`src/rtl/ysyx_22040386_alu_pkg.sv`:
```
// ysyx_22040386_alu_pkg: ALUop codes, ALUctr codes, dispatcher states and decode helpers.
package ysyx_22040386_alu_pkg;
  localparam logic [2:0] OP_ADD = 3'b000;
  localparam logic [2:0] OP_I   = 3'b001;
  localparam logic [2:0] OP_R   = 3'b010;
  localparam logic [2:0] OP_B   = 3'b011;
  localparam logic [2:0] OP_IW  = 3'b100;
  localparam logic [2:0] OP_RW  = 3'b101;
  localparam logic [6:0] F7_BASE = 7'b0000000;
  localparam logic [6:0] F7_ALT  = 7'b0100000;
  localparam logic [6:0] F7_M    = 7'b0000001;
  localparam logic [5:0] ALU_ADD    = 6'b000000;
  localparam logic [5:0] ALU_SUB    = 6'b100000;
  localparam logic [5:0] ALU_AND    = 6'b000001;
  localparam logic [5:0] ALU_OR     = 6'b000010;
  localparam logic [5:0] ALU_XOR    = 6'b000011;
  localparam logic [5:0] ALU_SLL    = 6'b000100;
  localparam logic [5:0] ALU_SRL    = 6'b000101;
  localparam logic [5:0] ALU_SRA    = 6'b100110;
  localparam logic [5:0] ALU_SLTU   = 6'b100111;
  localparam logic [5:0] ALU_SLT    = 6'b110111;
  localparam logic [5:0] ALU_MUL    = 6'b001000;
  localparam logic [5:0] ALU_DIV    = 6'b001001;
  localparam logic [5:0] ALU_REM    = 6'b001100;
  localparam logic [5:0] ALU_MULH   = 6'b001010;
  localparam logic [5:0] ALU_MULHSU = 6'b001011;
  localparam logic [5:0] ALU_MULHU  = 6'b001101;
  localparam logic [5:0] ALU_DIVU   = 6'b001110;
  localparam logic [5:0] ALU_REMU   = 6'b001111;
  typedef enum logic [1:0] {S_IDLE, S_VALID, S_WAIT} state_e;
  function automatic logic [5:0] base_ctr(input logic [2:0] f3);
    case (f3)
      3'b000:  return ALU_ADD;
      3'b001:  return ALU_SLL;
      3'b010:  return ALU_SLT;
      3'b011:  return ALU_SLTU;
      3'b100:  return ALU_XOR;
      3'b101:  return ALU_SRL;
      3'b110:  return ALU_OR;
      default: return ALU_AND;
    endcase
  endfunction
  function automatic logic [5:0] mul_ctr(input logic [2:0] f3);
    case (f3)
      3'b000:  return ALU_MUL;
      3'b001:  return ALU_MULH;
      3'b010:  return ALU_MULHSU;
      3'b011:  return ALU_MULHU;
      3'b100:  return ALU_DIV;
      3'b101:  return ALU_DIVU;
      3'b110:  return ALU_REM;
      default: return ALU_REMU;
    endcase
  endfunction
endpackage

```
`src/rtl/ysyx_22040386_alu_decode.sv`:
```
// ysyx_22040386_alu_decode: combinational ALUop/funct3/funct7 decode into ALUctr.
// M-extension decode is enabled by YSYX_22040386_ALU_MEXT_EN.
module ysyx_22040386_alu_decode
  import ysyx_22040386_alu_pkg::*;
#(
  parameter int XLEN = 32
) (
  input  logic [2:0] alu_op,
  input  logic [2:0] funct3,
  input  logic [6:0] funct7,
  output logic [5:0] alu_ctr,
  output logic       word,
  output logic       mext,
  output logic       illegal,
  output logic       is_div
);
`ifdef YSYX_22040386_ALU_MEXT_EN
  localparam bit MEXT_EN = 1'b1;
`else
  localparam bit MEXT_EN = 1'b0;
`endif
  localparam bit RV64 = XLEN == 64;
  logic [5:0] ctr;
  logic       ok, w, sh_base, sh_alt, f7_m;
  always_comb begin
    ctr = ALU_ADD;
    ok = 1'b1;
    w = 1'b0;
    sh_base = RV64 ? funct7[6:1] == 6'b000000 : funct7 == F7_BASE;
    sh_alt = RV64 ? funct7[6:1] == 6'b010000 : funct7 == F7_ALT;
    f7_m = MEXT_EN && funct7 == F7_M;
    case (alu_op)
      OP_ADD: ctr = ALU_ADD;
      OP_I: begin
        ctr = funct3 == 3'b101 && sh_alt ? ALU_SRA : base_ctr(funct3);
        ok = funct3 == 3'b001 ? sh_base : funct3 == 3'b101 ? sh_base || sh_alt : 1'b1;
      end
      OP_R: begin
        ctr = funct7 == F7_ALT ? (funct3 == 3'b000 ? ALU_SUB : ALU_SRA) :
              f7_m ? mul_ctr(funct3) : base_ctr(funct3);
        ok = funct7 == F7_BASE || f7_m || (funct7 == F7_ALT && (funct3 == 3'b000 || funct3 == 3'b101));
      end
      OP_B: begin
        ctr = funct3[2:1] == 2'b00 ? ALU_SUB : funct3[1] ? ALU_SLTU : ALU_SLT;
        ok = funct3[2:1] != 2'b01;
      end
      OP_IW: begin
        w = 1'b1;
        ctr = funct3 == 3'b101 && funct7 == F7_ALT ? ALU_SRA : base_ctr(funct3);
        ok = RV64 && (funct3 == 3'b000 || (funct3 == 3'b001 && funct7 == F7_BASE) ||
             (funct3 == 3'b101 && (funct7 == F7_BASE || funct7 == F7_ALT)));
      end
      OP_RW: begin
        w = 1'b1;
        ctr = funct7 == F7_ALT ? (funct3 == 3'b000 ? ALU_SUB : ALU_SRA) :
              f7_m ? mul_ctr(funct3) : base_ctr(funct3);
        ok = RV64 && (
             (funct7 == F7_BASE && (funct3 == 3'b000 || funct3 == 3'b001 || funct3 == 3'b101)) ||
             (funct7 == F7_ALT && (funct3 == 3'b000 || funct3 == 3'b101)) ||
             (f7_m && (funct3 == 3'b000 || funct3[2])));
      end
      default: ok = 1'b0;
    endcase
    alu_ctr = ok ? ctr : ALU_ADD;
    word = ok && w;
    illegal = !ok;
    mext = ok && ctr[5:3] == 3'b001;
    is_div = ok && ctr inside {ALU_DIV, ALU_DIVU, ALU_REM, ALU_REMU};
  end
endmodule

```
`src/rtl/ysyx_22040386_alu_dispatch.sv`:
```
// ysyx_22040386_alu_dispatch: registered ALU-control dispatcher with valid/ready and M-op latency hold.
// YSYX_22040386_ALU_MEXT_EN enables mul/div/rem decode and the multi-cycle WAIT state.
module ysyx_22040386_alu_dispatch
  import ysyx_22040386_alu_pkg::*;
#(
  parameter int XLEN    = 32,
  parameter int MUL_LAT = 3,
  parameter int DIV_LAT = 33
) (
  input  logic       clk,
  input  logic       rst,
  input  logic       flush,
  input  logic       in_valid,
  output logic       in_ready,
  input  logic [2:0] alu_op,
  input  logic [2:0] funct3,
  input  logic [6:0] funct7,
  output logic       out_valid,
  input  logic       out_ready,
  output logic [5:0] alu_ctr,
  output logic       out_word,
  output logic       out_mext,
  output logic       illegal,
  output logic       busy
);
  logic [5:0] dec_ctr, ctr_q, ctr_d;
  logic       dec_word, dec_mext, dec_illegal, dec_is_div, accept;
  logic       word_q, word_d, mext_q, mext_d, ill_q, ill_d;
  state_e     state_q, state_d;
  ysyx_22040386_alu_decode #(.XLEN(XLEN)) u_decode (
    .alu_op (alu_op),
    .funct3 (funct3),
    .funct7 (funct7),
    .alu_ctr(dec_ctr),
    .word   (dec_word),
    .mext   (dec_mext),
    .illegal(dec_illegal),
    .is_div (dec_is_div)
  );
  assign in_ready = !flush && (state_q == S_IDLE || (state_q == S_VALID && out_ready));
  assign accept = in_valid && in_ready;
  assign out_valid = state_q == S_VALID;
  assign alu_ctr = ctr_q;
  assign out_word = word_q;
  assign out_mext = mext_q;
  assign illegal = ill_q;
`ifdef YSYX_22040386_ALU_MEXT_EN
  localparam int CW = $clog2((MUL_LAT > DIV_LAT ? MUL_LAT : DIV_LAT) + 1);
  logic [CW-1:0] cnt_q, cnt_d, lat_m1;
  assign busy = state_q == S_WAIT;
`else
  assign busy = 1'b0;
`endif
  always_comb begin
    state_d = state_q;
    ctr_d = ctr_q;
    word_d = word_q;
    mext_d = mext_q;
    ill_d = ill_q;
`ifdef YSYX_22040386_ALU_MEXT_EN
    cnt_d = cnt_q;
    lat_m1 = dec_is_div ? CW'(DIV_LAT - 1) : CW'(MUL_LAT - 1);
    if (state_q == S_WAIT) begin
      cnt_d = cnt_q - 1'b1;
      state_d = cnt_q == CW'(1) ? S_VALID : S_WAIT;
    end
`endif
    if (state_q == S_VALID && out_ready) state_d = S_IDLE;
    if (accept) begin
      {ctr_d, word_d, mext_d, ill_d} = {dec_ctr, dec_word, dec_mext, dec_illegal};
      state_d = S_VALID;
`ifdef YSYX_22040386_ALU_MEXT_EN
      // LAT==1 units complete like ordinary ops
      if (dec_mext && lat_m1 != '0) begin
        state_d = S_WAIT;
        cnt_d = lat_m1;
      end
`endif
    end
    if (flush) begin
      state_d = S_IDLE;
      {ctr_d, word_d, mext_d, ill_d} = '0;
`ifdef YSYX_22040386_ALU_MEXT_EN
      cnt_d = '0;
`endif
    end
  end
  always_ff @(posedge clk) begin
    if (rst) begin
      state_q <= S_IDLE;
      {ctr_q, word_q, mext_q, ill_q} <= '0;
`ifdef YSYX_22040386_ALU_MEXT_EN
      cnt_q <= '0;
`endif
    end else begin
      state_q <= state_d;
      {ctr_q, word_q, mext_q, ill_q} <= {ctr_d, word_d, mext_d, ill_d};
`ifdef YSYX_22040386_ALU_MEXT_EN
      cnt_q <= cnt_d;
`endif
    end
  end
endmodule

```
`config.mk`:
```
export PLATFORM = sky130hd
export DESIGN_NAME = ysyx_22040386_alu_dispatch
export DESIGN_NICKNAME = d
export VERILOG_FILES = /design/src/rtl/ysyx_22040386_alu_pkg.sv /design/src/rtl/ysyx_22040386_alu_decode.sv /design/src/rtl/ysyx_22040386_alu_dispatch.sv
export SDC_FILE = /design/constraint.sdc
export NUM_CORES = 1
export LEC_CHECK = 0
export CAP_MARGIN = 10
export CORE_MARGIN = 5
export CORE_UTILIZATION = 46
export DETAILED_ROUTE_END_ITERATION = 10
export PLACE_DENSITY = 0.83
export RECOVER_POWER = 50
export SETUP_SLACK_MARGIN = 0.4
export SLEW_MARGIN = 20
export SYNTH_ARGS = -nofsm -noshare
export SYNTH_HDL_FRONTEND = slang
export SYNTH_SLANG_ARGS = --single-unit
```
`constraint.sdc`:
```
create_clock -name clk -period 2.52 [get_ports clk]
set_input_delay 0.504 -clock clk [delete_from_list [all_inputs] [get_ports clk]]
set_output_delay 0.504 -clock clk [all_outputs]
set_load 0.1 [all_outputs]
```
==> impl_metrics.json, run 1 <==
{
  "min_to": "alu_ctr[2]",
  "clk_pin_slew_ps": 60,
  "wirelength_um": 1990,
  "synth_cell_types": 46,
  "p_comb_frac": 0.388,
  "h-tree-depth": 1,
  "max-cap-violations": 0,
  "grt_pass1_vias": 699,
  "finClkSkew_ps": 2.97,
  "yosys_warnings": 0,
  "clockBufferDepth": 2,
  "die_area_mm2": 0.00256,
  "antenna_found_initial": 0,
  "r2r-end": "alu_ctr[4]",
  "p_leak_nw": 0.419,
  "irDropWorstVdd_mv": 0.295,
  "avgSynthCellArea_um2": 8.15,
  "drive_above_1_share": 0.158,
  "die_w_um": 50.6,
  "seq_power_share": 0.342,
  "p_switching_mw": 0.136,
  "synth_area_um2": 758,
  "max_freq_mhz": 489,
  "cts.sinks": 8,
  "core_area_mm2": 0.00154,
  "cts_tree": "done",
  "cp-start-kind": "primary input",
  "cp.arrival_ps": 2250,
  "p_int_mw": 0.241,
  "ant_nets": 0,
  "routed-via-count": 777,
  "period_minus_slack_ps": 2050,
  "post_dp_cell_area_um2": 996,
  "cts_root_buf": "clkbuf_4",
  "slowest_delay_ps": 590,
  "holdCritPathClass": "register to register",
  "reg2reg_slack_ps": 980,
  "routedWlPerCell_um": 14.7,
  "synth_edf_count": 0,
  "worst_ep_required_time_ps": 2720,
  "drc": 0,
  "ys_ff_latch": 8,
  "antenna_cells": 0,
  "area_growth_syn_to_layout_pct": 34.2,
  "synth-async-reset-ratio": 0,
  "vias_per_cell": 5.71,
  "cts_hold_buf": 0,
  "drt_iter0_drc": 18,
  "hold_viol": 0,
  "r2r_start": "state_q[0]",
  "final-setup-viol-count": 0,
  "syn-instance-count": 93,
  "pwr-share-clk": 0.270,
  "hpwl_um": 1540,
  "grt_overflow_total": 0,
  "rsz0062_at_grt": "false",
  "design_area_mm2": 0.00102,
  "grt_max_degree": 12,
  "worstRegToRegCells": 5,
  "tightest_slew_ps": 1180,
  "ioPinCount": 30,
  "clk_latency_ps": 260,
  "hp-start": "alu_ctr[2]",
  "die_h_um": 50.6,
  "gp_congestion": 0.895,
  "firstDrtPassIters": 4,
  "final_common_cell": "clkdlybuf4s50_1",
  "cp_cell_sequence": "dlygate4sd3_1 -> nand2b_1 -> nor4_1 -> o211a_1 -> o21ba_2 -> a22o_1",
  "endpoint_kind": "register",
  "path_max_fanout": 3,
  "slew_viol_final": 0,
  "fp-row-count": 14,
  "finalCritPeriodShare": 0.812,
  "cp_slowest_cell": "dlygate4sd3_1",
  "grt.total_usage": 0.152,
  "tns_ps": 0,
  "synth_flop_cell": "dfxtp_1",
  "p_per_area_mw_per_mm2": 371,
  "hold_path_depth": 2,
  "switching_share": 0.361,
  "port_buffers": 26,
  "ys_seq_area_frac": 0.211,
  "slew_headroom": 0.217,
  "start_util": 0.492,
  "nets": 140,
  "critPathKind": "primary input to register",
  "n_fill_cell": 150,
  "status": "complete, no violations",
  "cts_made_buffers": 3,
  "final_cell_mix": "clkdlybuf4s50_1, dfxtp_1, nand2b_1, clkbuf_1, a21oi_1",
  "grt_pass1_wl_um": 3030
}
==> synth_stat cells (all sizes together), types with 2 or more instances <==
master	instances	area, um^2
nand2	4	15.0
nor2b	2	12.5
nor3b	3	27.5
or2b	2	16.3
a22o	3	26.3
o21a	2	15.0
a21oi	6	30.0
o211a	3	30.0
nand2b	7	43.8
nor2	6	22.5
and2	2	13.8
o21ba	2	20.0
nor4	3	40.0
a31oi	2	12.5
dfxtp	8	160
inv	3	11.3
buf	8	62.6
o22ai	2	12.5
nand3b	2	15.0
o21ai	5	25.0
==> what timing repair did <==
item | 4_1_cts | 5_1_grt
buffers inserted | 0 | 2
gates resized for setup | 0 | 4
endpoints found under the setup margin | 0 | 6
==> cells by family (layout without fill, tap and decap cells) <==
kind of cell	Yosys count	in the layout	synth area share
compound gates	36	36	0.350
simple gates	36	36	0.325
buf+inv	11	36	0.0974
flops	8	8	0.211
other cells	1	3	0.00495
xor+xnor	1	1	0.0116
==> power by group through the flow <==
| stage | Clock, mW | Sequential (mW) | Combinational [mW] |
|---|---|---|---|
| finish | 0.102 | 0.129 | 0.146 |
| CTS | 0.102 | 0.129 | 0.146 |
| detailed placement | 0 | 0.132 | 0.145 |
| global placement | 0 | 0.132 | 0.144 |
| floorplan | 0 | 0.144 | 0.0892 |
| global route | 0.113 | 0.129 | 0.155 |
==> how the worst max path moves through the flow <==
stage,startpoint,endpoint,cells after the start
after floorplan,state_q[0],in_ready,2
after global placement,funct7[1],illegal,6
after detailed placement,funct7[1],illegal,6
after CTS,funct7[1],illegal,6
after global routing,flush,alu_ctr[4],6
final,flush,alu_ctr[4],6
==> per-stage QoR <==
step | util | total power, mW | worst slack [ps] | hold slack (ps) | instances
floorplan | - | 0.233 | 544 | 625 | 95
global placement | 0.646 | 0.276 | 212 | 445 | 131
detailed placement | 0.646 | 0.277 | 197 | 442 | 131
CTS | 0.661 | 0.377 | 462 | 454 | 134
global route | 0.660 | 0.397 | 397 | 478 | 136
finish | 0.660 | 0.377 | 475 | 450 | 136
==> critical path: cells and delay by family <==
kind	cells	cell delay (ps)
and+or+nand+nor	2	570
buffers and inverters	1	590
AOI/OAI and AO/OA	3	580
==> routing by layer <==
metal	track usage	part of all wire
met2	0.236	0.48
met4	0.0681	0.017
met3	0.0385	0.069
met1	0.195	0.43
met5	0	0
==> final cells by class <==
| type | count | area [um^2] | area share |
|---|---|---|---|
| inverters | 3 | 11.3 | 0.0111 |
| multi-input cells | 76 | 539 | 0.530 |
| repair buffers | 30 | 264 | 0.260 |
| flip-flops and latches | 8 | 160 | 0.157 |
| well taps | 16 | 20.0 | 0.0197 |
| clock buffers | 3 | 22.5 | 0.0221 |
==> flip-flops by register name (all words and copies together), names as in the netlist <==
name and cells:
alu_ctr 5, illegal 1, out_word 1, state_q 1
(Power assumes the default switching activity.)
==> inputs of run 2 (changes only) <==
--- a/config.mk
+++ b/config.mk
@@ -7,9 +7,9 @@
 export LEC_CHECK = 0
 export CAP_MARGIN = 10
 export CORE_MARGIN = 5
-export CORE_UTILIZATION = 46
+export CORE_UTILIZATION = 38
 export DETAILED_ROUTE_END_ITERATION = 10
-export PLACE_DENSITY = 0.83
+export PLACE_DENSITY = 0.73
 export RECOVER_POWER = 50
 export SETUP_SLACK_MARGIN = 0.4
 export SLEW_MARGIN = 20
==> constraint.sdc (replaced) <==
create_clock -name clk -period 1.7 [get_ports clk]
set_input_delay 0.34 -clock clk [delete_from_list [all_inputs] [get_ports clk]]
set_output_delay 0.34 -clock clk [all_outputs]
set_load 0.1 [all_outputs]
==> run 2 against run 1 <==
- combinational power increased by 110%
- clock power increased by 66%
- count of clock-buffer cells in the layout increased by 1
- flip-flop and latch count unchanged
- routed wire length increased by 58%
==> impl_metrics.json, run 2 (synthesis results as in run 1) <==
{
  "die_w_um": 54.7,
  "grt_pass1_wl_um": 4590,
  "irDropWorstVdd_mv": 0.419,
  "slew_headroom": 0.625,
  "die_area_mm2": 0.00299,
  "antenna_found_initial": 0,
  "cts_root_buf": "clkbuf_4",
  "grt_max_degree": 9,
  "period_minus_slack_ps": 1550,
  "antenna_cells": 0,
  "post-route-util": 0.704,
  "holdCritPathClass": "register to register",
  "grt_pass1_vias": 1010,
  "cp-start-kind": "register",
  "routed-via-count": 1010,
  "tightest_slew_ps": 565,
  "hold_viol": 0,
  "seq_area_um2": 164,
  "status": "complete, no violations",
  "finalCritPeriodShare": 0.914,
  "vias_per_cell": 5.74,
  "start_util": 0.395,
  "final_common_cell": "buf_4",
  "h-tree-depth": 1,
  "grt_overflow_total": 0,
  "finClkSkew_ps": 13.9,
  "routedWlPerCell_um": 17.8,
  "max-cap-violations": 0,
  "port_buffers": 26,
  "hpwl_um": 2040,
  "gp_congestion": 0.836,
  "ioPinCount": 30,
  "stdcell_count": 176,
  "wirelength_um": 3140,
  "clk_pin_slew_ps": 70,
  "hold_slack_ps": 463,
  "core_area_mm2": 0.00192,
  "clk_latency_ps": 270,
  "cp.arrival_ps": 1730,
  "endpoint_kind": "register",
  "final_cell_mix": "buf_4, dfxtp_1, buf_2, clkbuf_2",
  "cts.sinks": 8,
  "p_leak_nw": 0.605,
  "path_max_fanout": 3,
  "firstDrtPassIters": 4,
  "n_fill_cell": 160,
  "grt.total_usage": 0.219,
  "largest_reg_flops": 5,
  "cts_tree": "done",
  "fp-row-count": 16,
  "max_freq_mhz": 644,
  "slew_viol_final": 0,
  "place_inst": 166,
  "rsz0062_at_grt": "true",
  "drive_above_1_share": 0.530,
  "critPathKind": "register to register",
  "area_growth_syn_to_layout_pct": 78.5,
  "die_h_um": 54.7,
  "drt_iter0_drc": 41,
  "clockBufferDepth": 2,
  "drc": 0,
  "p_per_area_mw_per_mm2": 487,
  "nets": 168,
  "cts_hold_buf": 0,
  "ant_nets": 0,
  "cts_made_buffers": 3,
  "worst_ep_required_time_ps": 1880,
  "multi_input_area_um2": 657,
  "final-setup-viol-count": 0,
  "power.total_mw": 0.660
}
-- run 2: repair_timing --
action	in CTS	in global routing
gates resized for setup	70	3
buffers inserted	5	1
pin swaps	15	6
endpoints found under the setup margin	8	8
-- run 2: path summary, 6_finish.rpt --
check | startpoint | endpoint | slack (ps) | cells past startpoint
setup / recovery | state_q[0] | alu_ctr[2] | 150 | 6
hold / removal | out_word | out_word | 460 | 1
setup reg to reg | state_q[0] | alu_ctr[2] | 150 | 6
hold reg to reg | out_word | out_word | 460 | 1
-- run 2: per-layer routing --
layer	vias up	track usage	part of all wire
met2	51	0.400	0.53
met3	14	0.0763	0.063
met1	492	0.227	0.37
met5	-	0	0
met4	0	0.0747	0.037
li1	453	-	-
-- run 2: final cells by class --
class / count / area share
multi-input combinational: 76 / 0.485
clock buffer: 4 / 0.0194
inverter: 3 / 0.00832
timing repair buffer: 58 / 0.341
tap: 27 / 0.0250
sequential: 8 / 0.121
-- run 2: worst max-delay path: stages, from the launching register on --
cell	delay (ps)
dfxtp_4	350
and2b_4	170
buf_4	130
nor4_4	230
o211a_1	280
nor2_1	80
o31ai_1	220
-- run 2: power breakdown --
group	leakage (nW)	internal (mW)	switching (mW)	total, mW
clock network	0.0150	0.0905	0.0783	0.169
registers	0.0654	0.189	0.00165	0.191
logic	0.525	0.131	0.169	0.300
-- run 2: metrics by stage --
step,TNS [ps],area [um^2],worst slack [ps]
6_report,0,1350,147
5_1_grt,0,1350,80.8
4_1_cts,0,1450,121
3_5_place_dp,-2160,1300,-435
3_3_place_gp,-1820,1300,-339
2_1_floorplan,0,786,200
==> inputs of run 3 (changes only) <==
--- a/config.mk
+++ b/config.mk
@@ -9,6 +9,7 @@
 export CORE_MARGIN = 5
 export CORE_UTILIZATION = 38
 export DETAILED_ROUTE_END_ITERATION = 10
+export MAX_ROUTING_LAYER = met4
 export PLACE_DENSITY = 0.73
 export RECOVER_POWER = 50
 export SETUP_SLACK_MARGIN = 0.4
==> run 3 against run 2 <==
- final area grew 8.2%
- combinational power grew 9.0%
- critical path depth shrank 2
==> impl_metrics.json, run 3 (synthesis results as in run 1) <==
{
  "status": "complete, no violations",
  "cts_hold_buf": 0,
  "area_growth_syn_to_layout_pct": 93.2,
  "antenna_found_initial": 0,
  "clk_latency_ps": 260,
  "ioPinCount": 30,
  "final_cell_mix": "buf_4, buf_6, buf_2, dfxtp_1, clkbuf_2",
  "endpoint_kind": "primary output",
  "final-setup-viol-count": 0,
  "port_buffers": 26,
  "die_area_mm2": 0.00299,
  "finalCritPeriodShare": 0.928,
  "grt_pass1_vias": 1072,
  "max-cap-violations": 0,
  "gp_congestion": 0.832,
  "path_max_fanout": 2,
  "hpwl_um": 2050,
  "start_util": 0.395,
  "design_area_mm2": 0.00147,
  "clockBufferDepth": 2,
  "irDropWorstVdd_mv": 0.524,
  "hold_slack_ps": 468,
  "die_h_um": 54.7,
  "clk_pin_slew_ps": 60,
  "power.total_mw": 0.678,
  "slew_headroom": 0.628,
  "drt_iter0_drc": 41,
  "grt_pass1_wl_um": 5010,
  "tightest_slew_ps": 560,
  "p_leak_nw": 0.655,
  "core_area_mm2": 0.00192,
  "finClkSkew_ps": 14.3,
  "cts_made_buffers": 3,
  "worst_ep_required_time_ps": 1360,
  "post_dp_cell_area_mm2": 0.00132,
  "die_w_um": 54.7,
  "hold_viol": 0,
  "pre_cts_slack_ps": -443,
  "rsz0062_at_grt": "true",
  "final.setup.worst_slack_ps": 122,
  "period_minus_slack_ps": 1580,
  "drc": 0,
  "nets": 175,
  "cts_tree": "done",
  "h-tree-depth": 1,
  "p_per_area_mw_per_mm2": 462,
  "cp-start-kind": "register",
  "post-route-util": 0.762,
  "grt_overflow_total": 0,
  "holdCritPathClass": "register to register",
  "final_common_cell": "buf_4",
  "ant_nets": 0,
  "grt_max_degree": 9,
  "cp.arrival_ps": 1240,
  "slew_viol_final": 0,
  "routed-via-count": 1046,
  "largest_reg_flops": 5,
  "firstDrtPassIters": 4,
  "critPathKind": "register to primary output",
  "cts.sinks": 8,
  "fp-row-count": 16,
  "drive_above_1_share": 0.603,
  "antenna_cells": 0,
  "vias_per_cell": 5.72,
  "cts_root_buf": "clkbuf_4",
  "grt.total_usage": 0.243,
  "max_freq_mhz": 634,
  "routedWlPerCell_um": 19.0,
  "wirelength_um": 3480
}
-- run 3: changes by cell type in the layout (fill, tap and decap cells not counted), sizes merged --
cell	before	now
buf	41	50
clkdlybuf4s15	4	3
dlygate4sd2	4	3
-- run 3: final cells by class --
| class | count | area (um^2) |
|---|---|---|
| Multi-Input combinational cell | 76 | 696 |
| Timing Repair Buffer | 65 | 532 |
| Fill cell | 129 | 457 |
| Sequential cell | 8 | 164 |
| Tap cell | 27 | 33.8 |
| Clock buffer | 4 | 26.3 |
| Inverter | 3 | 13.8 |
-- run 3: stage by stage --
stage / setup TNS, ps / std cells
floorplan: 0 / 95
global placement: -1920 / 168
detailed placement: -2170 / 168
CTS: 0 / 180
global route: 0 / 183
finish: 0 / 183
-- run 3: what timing repair did --
item                                    CTS  global route
resized for setup                        73            22
setup buffers                             8             3
pin swaps                                22            16
endpoints found under the setup margin    8             8
-- run 3: worst max-delay path, cell delays in order, from the launching register on --
cell	delay [ps]
dfxtp_4	340
and2b_1	200
buf_6	140
nor2_4	110
buf_12	180
-- run 3: path summary, 6_finish.rpt --
| path | from | endpoint | depth (start not counted) | slack [ps] |
|---|---|---|---|---|
| worst max-delay path | state_q[0] | in_ready | 4 | 120 |
| worst min-delay path | alu_ctr[2] | alu_ctr[2] | 2 | 470 |
| worst max register to register | state_q[0] | alu_ctr[0] | 8 | 190 |
| worst min register to register | alu_ctr[2] | alu_ctr[2] | 2 | 470 |
-- run 3: layer usage --
metal  track usage  share of wire  up-vias
li1              -              -      472
met1         0.256           0.38      503
met2         0.421           0.52       56
met3        0.0599          0.056       15
met4         0.116          0.042        0
met5             -              0        -
-- run 3: power breakdown --
part | internal [mW] | leakage, nW | switching (mW)
registers | 0.189 | 0.0654 | 0.00114
clock network | 0.0901 | 0.0150 | 0.0696
logic | 0.145 | 0.574 | 0.182
total | 0.425 | 0.655 | 0.253
